## config.mk

```make
export PLATFORM = sky130hd
export DESIGN_NAME = key_ct_split
export DESIGN_NICKNAME = d
export VERILOG_FILES = /design/src/rtl/key_ct_split.sv
export SDC_FILE = /design/constraint.sdc
export NUM_CORES = 1
export LEC_CHECK = 0
export BUFFER_PORTS_ARGS = -buffer_cell sky130_fd_sc_hd__clkbuf_2
export CORE_MARGIN = 4
export CORE_UTILIZATION = 58
export CTS_BUF_LIST = sky130_fd_sc_hd__clkbuf_8 sky130_fd_sc_hd__clkbuf_16
export CTS_CLUSTER_DIAMETER = 60
export DETAILED_ROUTE_END_ITERATION = 10
export PLACE_DENSITY = 0.82
export SLEW_MARGIN = 10
export SYNTH_ARGS = -nofsm -noshare
export SYNTH_HDL_FRONTEND = slang
export SYNTH_SLANG_ARGS = --single-unit
```

## constraint.sdc

```tcl
create_clock -name clk -period 10.3 [get_ports clk]
set_input_delay 0.515 -clock clk [delete_from_list [all_inputs] [get_ports clk]]
set_output_delay 0.515 -clock clk [all_outputs]
set_load 0.1 [all_outputs]
```

## src/rtl/key_ct_split.sv

```systemverilog
// Splits a combined AXI-Stream frame into a key stream (first KEY_WORDS words) and a ciphertext stream.
// Optional status counters are enabled by defining KEY_CT_SPLIT_STATUS_EN.
module key_ct_split #(
  parameter int DATA_WIDTH = 32,
  parameter int KEEP_WIDTH = DATA_WIDTH / 8,
  parameter int KEY_WORDS  = 4
) (
  input  logic                  clk,
  input  logic                  reset,

  input  logic [DATA_WIDTH-1:0] s_axis_tdata,
  input  logic [KEEP_WIDTH-1:0] s_axis_tkeep,
  input  logic                  s_axis_tvalid,
  output logic                  s_axis_tready,
  input  logic                  s_axis_tlast,
  input  logic                  s_axis_tuser,

  output logic [DATA_WIDTH-1:0] m_axis_key_tdata,
  output logic [KEEP_WIDTH-1:0] m_axis_key_tkeep,
  output logic                  m_axis_key_tvalid,
  input  logic                  m_axis_key_tready,
  output logic                  m_axis_key_tlast,
  output logic                  m_axis_key_tuser,

  output logic [DATA_WIDTH-1:0] m_axis_ct_tdata,
  output logic [KEEP_WIDTH-1:0] m_axis_ct_tkeep,
  output logic                  m_axis_ct_tvalid,
  input  logic                  m_axis_ct_tready,
  output logic                  m_axis_ct_tlast,
  output logic                  m_axis_ct_tuser
`ifdef KEY_CT_SPLIT_STATUS_EN
  ,
  output logic [15:0]           frame_count,
  output logic [15:0]           short_frame_count,
  output logic                  short_frame_pulse
`endif
);

  localparam int                CNT_W    = $clog2(KEY_WORDS + 1);
  localparam logic [CNT_W-1:0]  KEY_LAST = CNT_W'(KEY_WORDS - 1);

  typedef enum logic {STATE_KEY, STATE_CT} state_t;

  typedef struct packed {
    logic [DATA_WIDTH-1:0] data;
    logic [KEEP_WIDTH-1:0] keep;
    logic                  last;
    logic                  user;
  } beat_t;

  state_t           state, state_next;
  logic [CNT_W-1:0] key_cnt, key_cnt_next;
  logic             s_ready_q, s_ready_next;

  logic  accept, key_in_valid, ct_in_valid, key_cnt_end, short_frame;
  beat_t key_in, ct_in;

  beat_t key_out_q, key_tmp_q, ct_out_q, ct_tmp_q;
  logic  key_out_valid_q, key_tmp_valid_q, ct_out_valid_q, ct_tmp_valid_q;
  logic  key_out_load, ct_out_load, key_stall, ct_stall;

  assign s_axis_tready = s_ready_q;
  assign accept        = s_axis_tvalid && s_ready_q;
  assign key_in_valid  = accept && (state == STATE_KEY);
  assign ct_in_valid   = accept && (state == STATE_CT);
  assign key_cnt_end   = (key_cnt == KEY_LAST);
  assign short_frame   = key_in_valid && s_axis_tlast && !key_cnt_end;

  // Key tlast is generated from the word count; a premature input tlast marks a short frame as errored.
  assign key_in = {s_axis_tdata, s_axis_tkeep, key_cnt_end || s_axis_tlast,
                   s_axis_tuser || (s_axis_tlast && !key_cnt_end)};
  assign ct_in  = {s_axis_tdata, s_axis_tkeep, s_axis_tlast, s_axis_tuser};

  // NOTE: every always_comb output gets a default first so no path can infer a latch.
  always_comb begin
    state_next   = state;
    key_cnt_next = key_cnt;
    case (state)
      STATE_KEY: begin
        if (key_in_valid) begin
          if (key_cnt_end || s_axis_tlast) begin
            key_cnt_next = '0;
            if (!s_axis_tlast) state_next = STATE_CT;
          end else begin
            key_cnt_next = key_cnt + 1'b1;
          end
        end
      end
      STATE_CT: begin
        if (ct_in_valid && s_axis_tlast) state_next = STATE_KEY;
      end
      default: state_next = STATE_KEY;
    endcase
  end

  // An output stage can take a new word when its register is empty or being drained this cycle.
  assign key_out_load = m_axis_key_tready || !key_out_valid_q;
  assign ct_out_load  = m_axis_ct_tready  || !ct_out_valid_q;
  assign key_stall    = key_out_valid_q && !m_axis_key_tready && key_in_valid;
  assign ct_stall     = ct_out_valid_q  && !m_axis_ct_tready  && ct_in_valid;

  // Ready looks only at the stage the next word will land in, so the other stream never blocks it.
  always_comb begin
    s_ready_next = 1'b0;
    if (state_next == STATE_KEY) s_ready_next = !key_tmp_valid_q && !key_stall;
    else                         s_ready_next = !ct_tmp_valid_q  && !ct_stall;
  end

  // NOTE: sequential state uses non-blocking assignments so every register samples pre-edge values.
  always_ff @(posedge clk) begin
    if (reset) begin
      state           <= STATE_KEY;
      key_cnt         <= '0;
      s_ready_q       <= 1'b0;
      key_out_valid_q <= 1'b0;
      key_tmp_valid_q <= 1'b0;
      ct_out_valid_q  <= 1'b0;
      ct_tmp_valid_q  <= 1'b0;
    end else begin
      state     <= state_next;
      key_cnt   <= key_cnt_next;
      s_ready_q <= s_ready_next;

      if (key_out_load) begin
        key_out_valid_q <= key_tmp_valid_q || key_in_valid;
        key_tmp_valid_q <= 1'b0;
      end else if (key_in_valid) begin
        key_tmp_valid_q <= 1'b1;
      end

      if (ct_out_load) begin
        ct_out_valid_q <= ct_tmp_valid_q || ct_in_valid;
        ct_tmp_valid_q <= 1'b0;
      end else if (ct_in_valid) begin
        ct_tmp_valid_q <= 1'b1;
      end
    end
  end

  // NOTE: payload registers carry no reset; their contents are ignored whenever the matching valid is low.
  always_ff @(posedge clk) begin
    if (key_out_load)      key_out_q <= key_tmp_valid_q ? key_tmp_q : key_in;
    else if (key_in_valid) key_tmp_q <= key_in;

    if (ct_out_load)       ct_out_q  <= ct_tmp_valid_q ? ct_tmp_q : ct_in;
    else if (ct_in_valid)  ct_tmp_q  <= ct_in;
  end

  assign m_axis_key_tdata  = key_out_q.data;
  assign m_axis_key_tkeep  = key_out_q.keep;
  assign m_axis_key_tlast  = key_out_q.last;
  assign m_axis_key_tuser  = key_out_q.user;
  assign m_axis_key_tvalid = key_out_valid_q;

  assign m_axis_ct_tdata   = ct_out_q.data;
  assign m_axis_ct_tkeep   = ct_out_q.keep;
  assign m_axis_ct_tlast   = ct_out_q.last;
  assign m_axis_ct_tuser   = ct_out_q.user;
  assign m_axis_ct_tvalid  = ct_out_valid_q;

`ifdef KEY_CT_SPLIT_STATUS_EN
  always_ff @(posedge clk) begin
    if (reset) begin
      frame_count       <= '0;
      short_frame_count <= '0;
      short_frame_pulse <= 1'b0;
    end else begin
      if (accept && s_axis_tlast) frame_count <= frame_count + 16'd1;
      if (short_frame) short_frame_count <= short_frame_count + 16'd1;
      short_frame_pulse <= short_frame;
    end
  end
`endif

endmodule

```

==> metrics.md, run 1 <==
| Metric | Value |
|---|---|
| Status | complete, no violations |
| Combinational share of power | around 12% |
| Worst min-delay path endpoint | ct_tmp_q[0]$_DFFE_PP_ |
| Crit Path Category | flop to flop |
| R2R Setup Slk | between 7 and 8 ns |
| Leading area contributor after synthesis | edfxtp_1 |
| Clock Path Buffers | 2 |
| Synthesized area per cell | 20.8 sq um |
| Slew Viols, Final | 0 |
| Vias in the first global route | between 3k and 4k |
| Static Leak | 2.70 nW |
| Final setup TNS | 0 ns |
| Total GRT Usage | roughly a fifth |
| Switch share | around a quarter |
| Clock share of power | about 40% |
| Starting Density | roughly 60% |
| Largest net degree at the start of global routing | between 40 and 50 |
| Detailed Place HPWL | about 6.5 mm |
| Cts repair resizes | 0 |
| Final setup fails | 0 |
| Routed WL | approximately 11 mm |
| Filler cell count | around 630 |
| Hold path startpoint | s_axis_tuser |
| Chip Width | approximately 110 microns |
| R2r worst-path depth | 2 |
| Max-cap violations | 0 |
| Min-Delay Path Class | primary input to flop |
| Area growth from synthesis to layout | 23.6% |
| Hold_buf cts | 0 |
| Remaining Overflow, GRT | 0 |
| Worst path arrival time | 2.70 ns |
| DR vias | just under 3k |
| CP max FO | 42 |
| Crit. End Element | flop |
| Clk_lat worst skew | between 0.5 and 0.6 ns |
| TritonCTS sink count | ~160 |
| Final Hold Fails | 0 |
| Hold Crit Depth | 1 |
| First-pass DRT Iterations | 4 |
| Max frequency | 387 MHz |
| Critical Path RT | 10.42 ns |
| Root buf cell | clkbuf_8 |
| Synth warn | 0 |
| Share of cells above drive strength 1 | between 50 and 60% |
| Critical Path Start Type | flop |
| Post-layout minimum cycle time | roughly 2.6 ns |
| Setup crit start | m_axis_ct_tvalid$_SDFFE_PP0P_ |
| Commonest non-fill, non-tap cell in the layout | edfxtp_1 |
| Post-synthesis instance total | 282 |
| Area share of the largest cell type after synthesis | 77.9% |
| Drt drc | 0 |
| Slew @ Worst Pin | around 1.2 ns |
| Tcrit/Tclk final | between 20% and 30% |
| Worst r2r src | m_axis_ct_tvalid$_SDFFE_PP0P_ |
| P per Cell Area | between 200 and 250 nW/um^2 |
| Total CTS buffers | 17 |
| DIE AREA | 11800 sq um |
| Unrepaired setup endpoints after global routing | false |
| VDD IR max | roughly 0.00012 V |
| Netlist Area Pre-Place | roughly 5900 sq um |
| Via density | ~5.3 |
| Synthesized Nets | 327 |
| Clk slew on worst S/H paths | around 0.06 ns |
| P_int | approximately 1.2 mW |
| Grt peak-use layer | met2 |
| CTS tree | done |
| H-tree depth | 4 |
| Port bufs | about 120 |
| Placer Congestion | around 0.74 |
| Met3 Usage GRT | between 6 and 7% |
| Global-route wire length before repair | around 16 mm |
| Setup repair bufs after CTS | 0 |
| Met1 Use GR | 24.9% |
| Top post-synthesis cells by area | edfxtp_1 78%, mux2_2 15%, dfxtp_1 3.1% |
| WL/cell | 19.0 microns |
| Row cnt | 36 |
| Post-synthesis sequential area ratio | 81.0% |
| Final core occ | about three quarters |
| Io pins | between 100 and 150 |
| Antenna-violating nets left | 0 |
| Std-Cell Core Area | ~9800 sq um |
| Share of power burned in registers | a little under half |
| Library cells used by synthesis | 21 |
| FF+latch count, synth | 161 |
| Relative slew margins | around a fifth |
| Initial antenna violation count | 0 |
| Worst Skew | 0.00694 ns |
| Sw Pwr | between 0.4 and 0.5 mW |
| Diode count | 0 |
| Fin nets | around 460 |
| Die height | approximately 110 microns |
| Initial DRC Count | ~130 |
| Met2 Track Usage GR | 31.3% |
| Most frequent cells in the layout | 152 x edfxtp_1, 121 x clkbuf_2, 76 x mux2_2, 16 x clkbuf_16, 7 x dfxtp_1 |
| Crit Reg-Reg Endpoint | ct_tmp_q[12]$_DFFE_PP_ |
[cell type report]
cell class,instances,area (sq um),share of cell area [%]
Clock inverter,15,219,3.02
Sequential cell,161,4750,65.5
Inverter,3,11.3,0.155
Multi-Input combinational cell,109,1080,14.9
Timing Repair Buffer,121,606,8.36
Clock buffer,17,414,5.72
Tap cell,133,166,2.30
[power groups by stage]
stage	sequential [mW]	clock (mW)	combinational, mW
after detailed placement	0.759	0	0.193
after global routing	0.746	0.702	0.199
after floorplan	0.896	0	0.0190
after CTS	0.745	0.666	0.194
after global placement	0.759	0	0.190
final	0.745	0.658	0.193
[sequential cells by signal, summed over array words and instances, names as in the netlist]
register	cells
m_axis_key_tkeep	4
key_tmp_valid_q	1
m_axis_ct_tvalid	1
ct_tmp_q	38
m_axis_key_tuser	1
key_cnt	3
m_axis_ct_tkeep	4
m_axis_key_tdata	32
m_axis_ct_tuser	1
m_axis_key_tvalid	1
ct_tmp_valid_q	1
m_axis_ct_tdata	32
state	1
s_axis_tready	1
m_axis_ct_tlast	1
m_axis_key_tlast	1
key_tmp_q	38
[worst max-delay path, stage by stage (launching register included)]
cell and delay [ns]:
dfxtp_1 0.35, nand2b_2 0.63, nor2_4 1.20
[logic make-up (layout without fill, tap and decap cells)]
logic type / Yosys count / count (layout) / synth area share (%)
simple gates: 19 / 19 / 1.79
flops: 161 / 161 / 81.0
mux: 77 / 77 / 14.8
buf+inv: 12 / 156 / 0.940
fa+ha+maj: 2 / 2 / 0.427
compound gates: 11 / 11 / 1.07
[how the worst max path moves through the flow]
stage	to	slack (ns)
2_1_floorplan	key_tmp_q[0]$_DFFE_PP_	6.00
3_3_place_gp	ct_tmp_q[16]$_DFFE_PP_	7.39
3_5_place_dp	ct_tmp_q[17]$_DFFE_PP_	7.32
4_1_cts	ct_tmp_q[11]$_DFFE_PP_	7.69
5_1_grt	ct_tmp_q[11]$_DFFE_PP_	7.53
6_report	ct_tmp_q[12]$_DFFE_PP_	7.72
[through the flow]
stage	instances	hold WS [ns]	power, mW	instance area [sq um]	setup slack [ns]
finish	559	0.222	1.60	7240	7.72
global route	559	0.209	1.65	7240	7.53
CTS	559	0.194	1.61	7240	7.69
detailed placement	527	0.468	0.952	6610	7.32
global placement	527	0.441	0.949	6610	7.39
floorplan	282	0.432	0.915	5860	6.00
[per-layer routing]
metal | vias up | part of all wire, %
li1 | 1377 | -
met1 | 1473 | 41
met2 | 98 | 52
met3 | 7 | 6.1
met4 | 0 | 0.65
met5 | - | 0
[cell usage after synthesis]
library cell,n
a21o_2,1
a21oi_1,5
a31oi_1,3
buf_1,1
buf_2,8
dfxtp_1,9
edfxtp_1,152
ha_1,2
inv_1,3
mux2_2,76
mux2i_1,1
nand2_1,3
nand2b_1,2
nand3_1,1
nand3b_2,1
nor2_1,4
nor2b_1,2
nor3_1,2
o21ai_0,2
or2_4,1
or3_1,3
Note: power is estimated with default switching activity, not from simulation.
==> inputs of run 2 (changes only) <==
- CORE_UTILIZATION: 58 -> 54
- PLACE_DENSITY: 0.82 -> 0.77
- clock period: 10.3 -> 2.67 ns (I/O delays scaled with it)
==> run 2 against run 1 <==
- clock power rose to 3.4 times the previous value
- non-clock buffer count up 46
- sequential power rose to 3.9 times the previous value
- combinational power rose to 4.1 times the previous value
- hold slack worse by 0.17 ns
- utilization down 0.79 points
- sequential cell count unchanged
- register-to-register slack worse by 6.7 ns
- critical path type unchanged
- highest routed layer unchanged
==> metrics.md, run 2 (synthesis gave the netlist of run 1 again) <==
| Metric | Value |
|---|---|
| Status | complete, no violations |
| Diode count | 0 (unchanged) |
| Max-cap violations | 0 (unchanged) |
| Sequential Area | 4750 sq um (about the same) |
| First-pass DRT Iterations | 4 (unchanged) |
| Crit path max-delay family | flip-flops |
| Footprint of the multi-input gates | 1080 sq um (unchanged) |
| Initial DRC Count | 168 (+34%) |
| Hold path startpoint | s_axis_tvalid |
| Setup WS post-layout | 1.05 ns (-6.67 ns) |
| Fin nets | 504 (+10%) |
| Vias in the first global route | 3493 (+15%) |
| P per Cell Area | 772 nW/um^2 (+250%) |
| Crit-path cells | buf_4 -> mux2_2 |
| R2r worst-path depth | 2 (unchanged) |
| Crit-path max cell delay | 0.50 ns (-0.70 ns) |
| Setup crit start | key_tmp_valid_q$_SDFFE_PP0P_ |
| Antenna-violating nets left | 0 (unchanged) |
| Final setup TNS | 0 ns (unchanged) |
| DR vias | 3183 (+7.7%) |
| Min-Delay Path Class | primary input to flop |
| Worst min-delay path endpoint | s_axis_tready$_SDFF_PP0_ |
| Crit Reg-Reg Endpoint | m_axis_key_tdata[3]$_DFFE_PP_ |
| Placer Congestion | 0.774 (+4.7%) |
| Relative slew margins | 61.4% (+41 points) |
| CTS tree | done |
| Std-Cell Core Area | 10500 sq um (+6.5%) |
| Commonest non-fill, non-tap cell in the layout | edfxtp_1 |
| Slew Viols, Final | 0 (unchanged) |
| Global-route wire length before repair | 18.3 mm (+12%) |
| Initial antenna violation count | 0 (unchanged) |
| TritonCTS sink count | 161 (unchanged) |
| Clk_lat worst skew | 0.52 ns (about the same) |
| Drt drc | 0 (unchanged) |
| Die height | 112 microns (+3.4%) |
| WP buf/inv | 1 (+1) |
| Post-layout minimum cycle time | 1.62 ns (-0.957 ns) |
| VDD IR max | 0.000398 V (+230%) |
| Filler cell count | 636 (+0.79%) |
| Root buf cell | clkbuf_8 |
| Routed WL | 11.4 mm (+7.0%) |
| Total CTS buffers | 17 (unchanged) |
| Detailed Place HPWL | 7.02 mm (+8.4%) |
| Clock Path Buffers | 2 (unchanged) |
| Crit Path Category | flop to flop |
| Total GRT Usage | 19.3% (+0.19 points) |
| Max frequency | 616 MHz (+59%) |
| Remaining Overflow, GRT | 0 (unchanged) |
| Slew @ Worst Pin | 0.580 ns (-0.615 ns) |
| Port bufs | 121 (unchanged) |
| Final setup fails | 0 (unchanged) |
| Via density | 5.24 (-0.97%) |
| Chip Width | 112 microns (+3.4%) |
| Critical Path Start Type | flop |
| Post-place setup slack | 1.05 ns (-6.27 ns) |
| Most frequent cells in the layout | 152 x edfxtp_1, 121 x clkbuf_2, 76 x mux2_2, 39 x dlygate4sd3_1, 16 x clkbuf_16 |
| Starting Density | 56.0% (-3.7 points) |
| Row cnt | 37 (+2.8%) |
| Static Leak | 2.86 nW (+6.0%) |
| Setup repair bufs after CTS | 0 (unchanged) |
| Clk slew on worst S/H paths | 0.07 ns (about the same) |
| Tcrit/Tclk final | 60.8% (+36 points) |
| Worst r2r src | key_tmp_valid_q$_SDFFE_PP0P_ |
| Largest regs | ct_tmp_q (38), key_tmp_q (38) |
| Crit. End Element | flop |
| Share of cells above drive strength 1 | 52.3% (-2.8 points) |
| Crit-path slowest cell | dfxtp_2 |
| Unrepaired setup endpoints after global routing | false |
| H-tree depth | 4 (unchanged) |
| Hold Crit Depth | 3 (+2) |
| Largest net degree at the start of global routing | 42 (-2.3%) |
| R2R Setup Slk | 1.05 ns (-6.67 ns) |
| Area growth from synthesis to layout | 30.3% |
| CP max FO | 28 (-33%) |
| Worst path arrival time | 1.89 ns (-0.81 ns) |
| WL/cell | 18.7 microns (-1.6%) |
| Critical Path RT | 2.94 ns (-7.48 ns) |
| Final Hold Fails | 0 (unchanged) |
| Worst Skew | 0.00599 ns (-0.000945 ns) |
| Io pins | 122 (unchanged) |
| DIE AREA | 12600 sq um (+6.9%) |
==> run 2: cell count changes in the layout (fill, tap and decap cells not counted), sizes merged <==
cell | previous run | this run
buf | 0 | 7
inv | 5 | 7
clkinvlp | 3 | 4
clkinv | 5 | 6
bufinv | 5 | 1
dlygate4sd3 | 0 | 39
==> run 2: area by class of cell <==
class	count	share of cell area [%]
multi-input combinational	109	14.1
sequential	161	62.2
clock buffer	17	5.43
clock inverter	15	1.79
timing repair buffer	167	14.1
inverter	3	0.148
tap	136	2.23
==> run 2: worst reg2reg max path, cell delays in order, from the launching register on <==
cell	delay, ns
dfxtp_2	0.50
buf_4	0.46
mux2_2	0.41
==> run 2: repair_timing <==
item / in CTS / in global routing
hold buffers: 39 / 0
hold endpoints to repair: 158 / 0
resized for setup: 0 / 0
endpoints found under the setup margin: 0 / 0
==> run 2: per-stage QoR <==
stage          util, %  power [mW]  cell area, sq um  hold slack (ns)  std cells
4_1_cts           73.0        5.93              7630           0.0216        608
5_1_grt           73.0        6.09              7630           0.0567        608
2_1_floorplan        -        3.53              5880            0.232        282
3_5_place_dp      64.0        3.67              6690            0.361        537
6_report          73.0        5.89              7630           0.0500        608
3_3_place_gp      64.0        3.66              6690            0.348        537
==> run 2: worst max path at each step <==
stage / end / slack, ns / cells past startpoint
after floorplan: key_tmp_q[0]$_DFFE_PP_ / 0.27 / 2
final: m_axis_key_tdata[3]$_DFFE_PP_ / 1.05 / 2
after detailed placement: m_axis_key_tdata[31]$_DFFE_PP_ / 1.05 / 2
after CTS: m_axis_key_tdata[3]$_DFFE_PP_ / 1.03 / 2
after global placement: m_axis_key_tdata[21]$_DFFE_PP_ / 1.08 / 2
after global routing: ct_tmp_q[21]$_DFFE_PP_ / 0.98 / 3
==> run 2: metal layers <==
metal,share of wire [%],track usage [%],up-vias
met4,1.7,8.01,0
met1,42,23.8,1578
met3,6.4,5.39,19
met2,50,32.2,121
li1,-,-,1465
met5,0,0,-
==> run 2: power by group <==
part	internal, mW	leakage [nW]	total [mW]	switching [mW]
registers	2.84	1.56	2.87	0.0279
clock network	1.24	0.261	2.23	0.982
logic	0.154	1.04	0.793	0.639
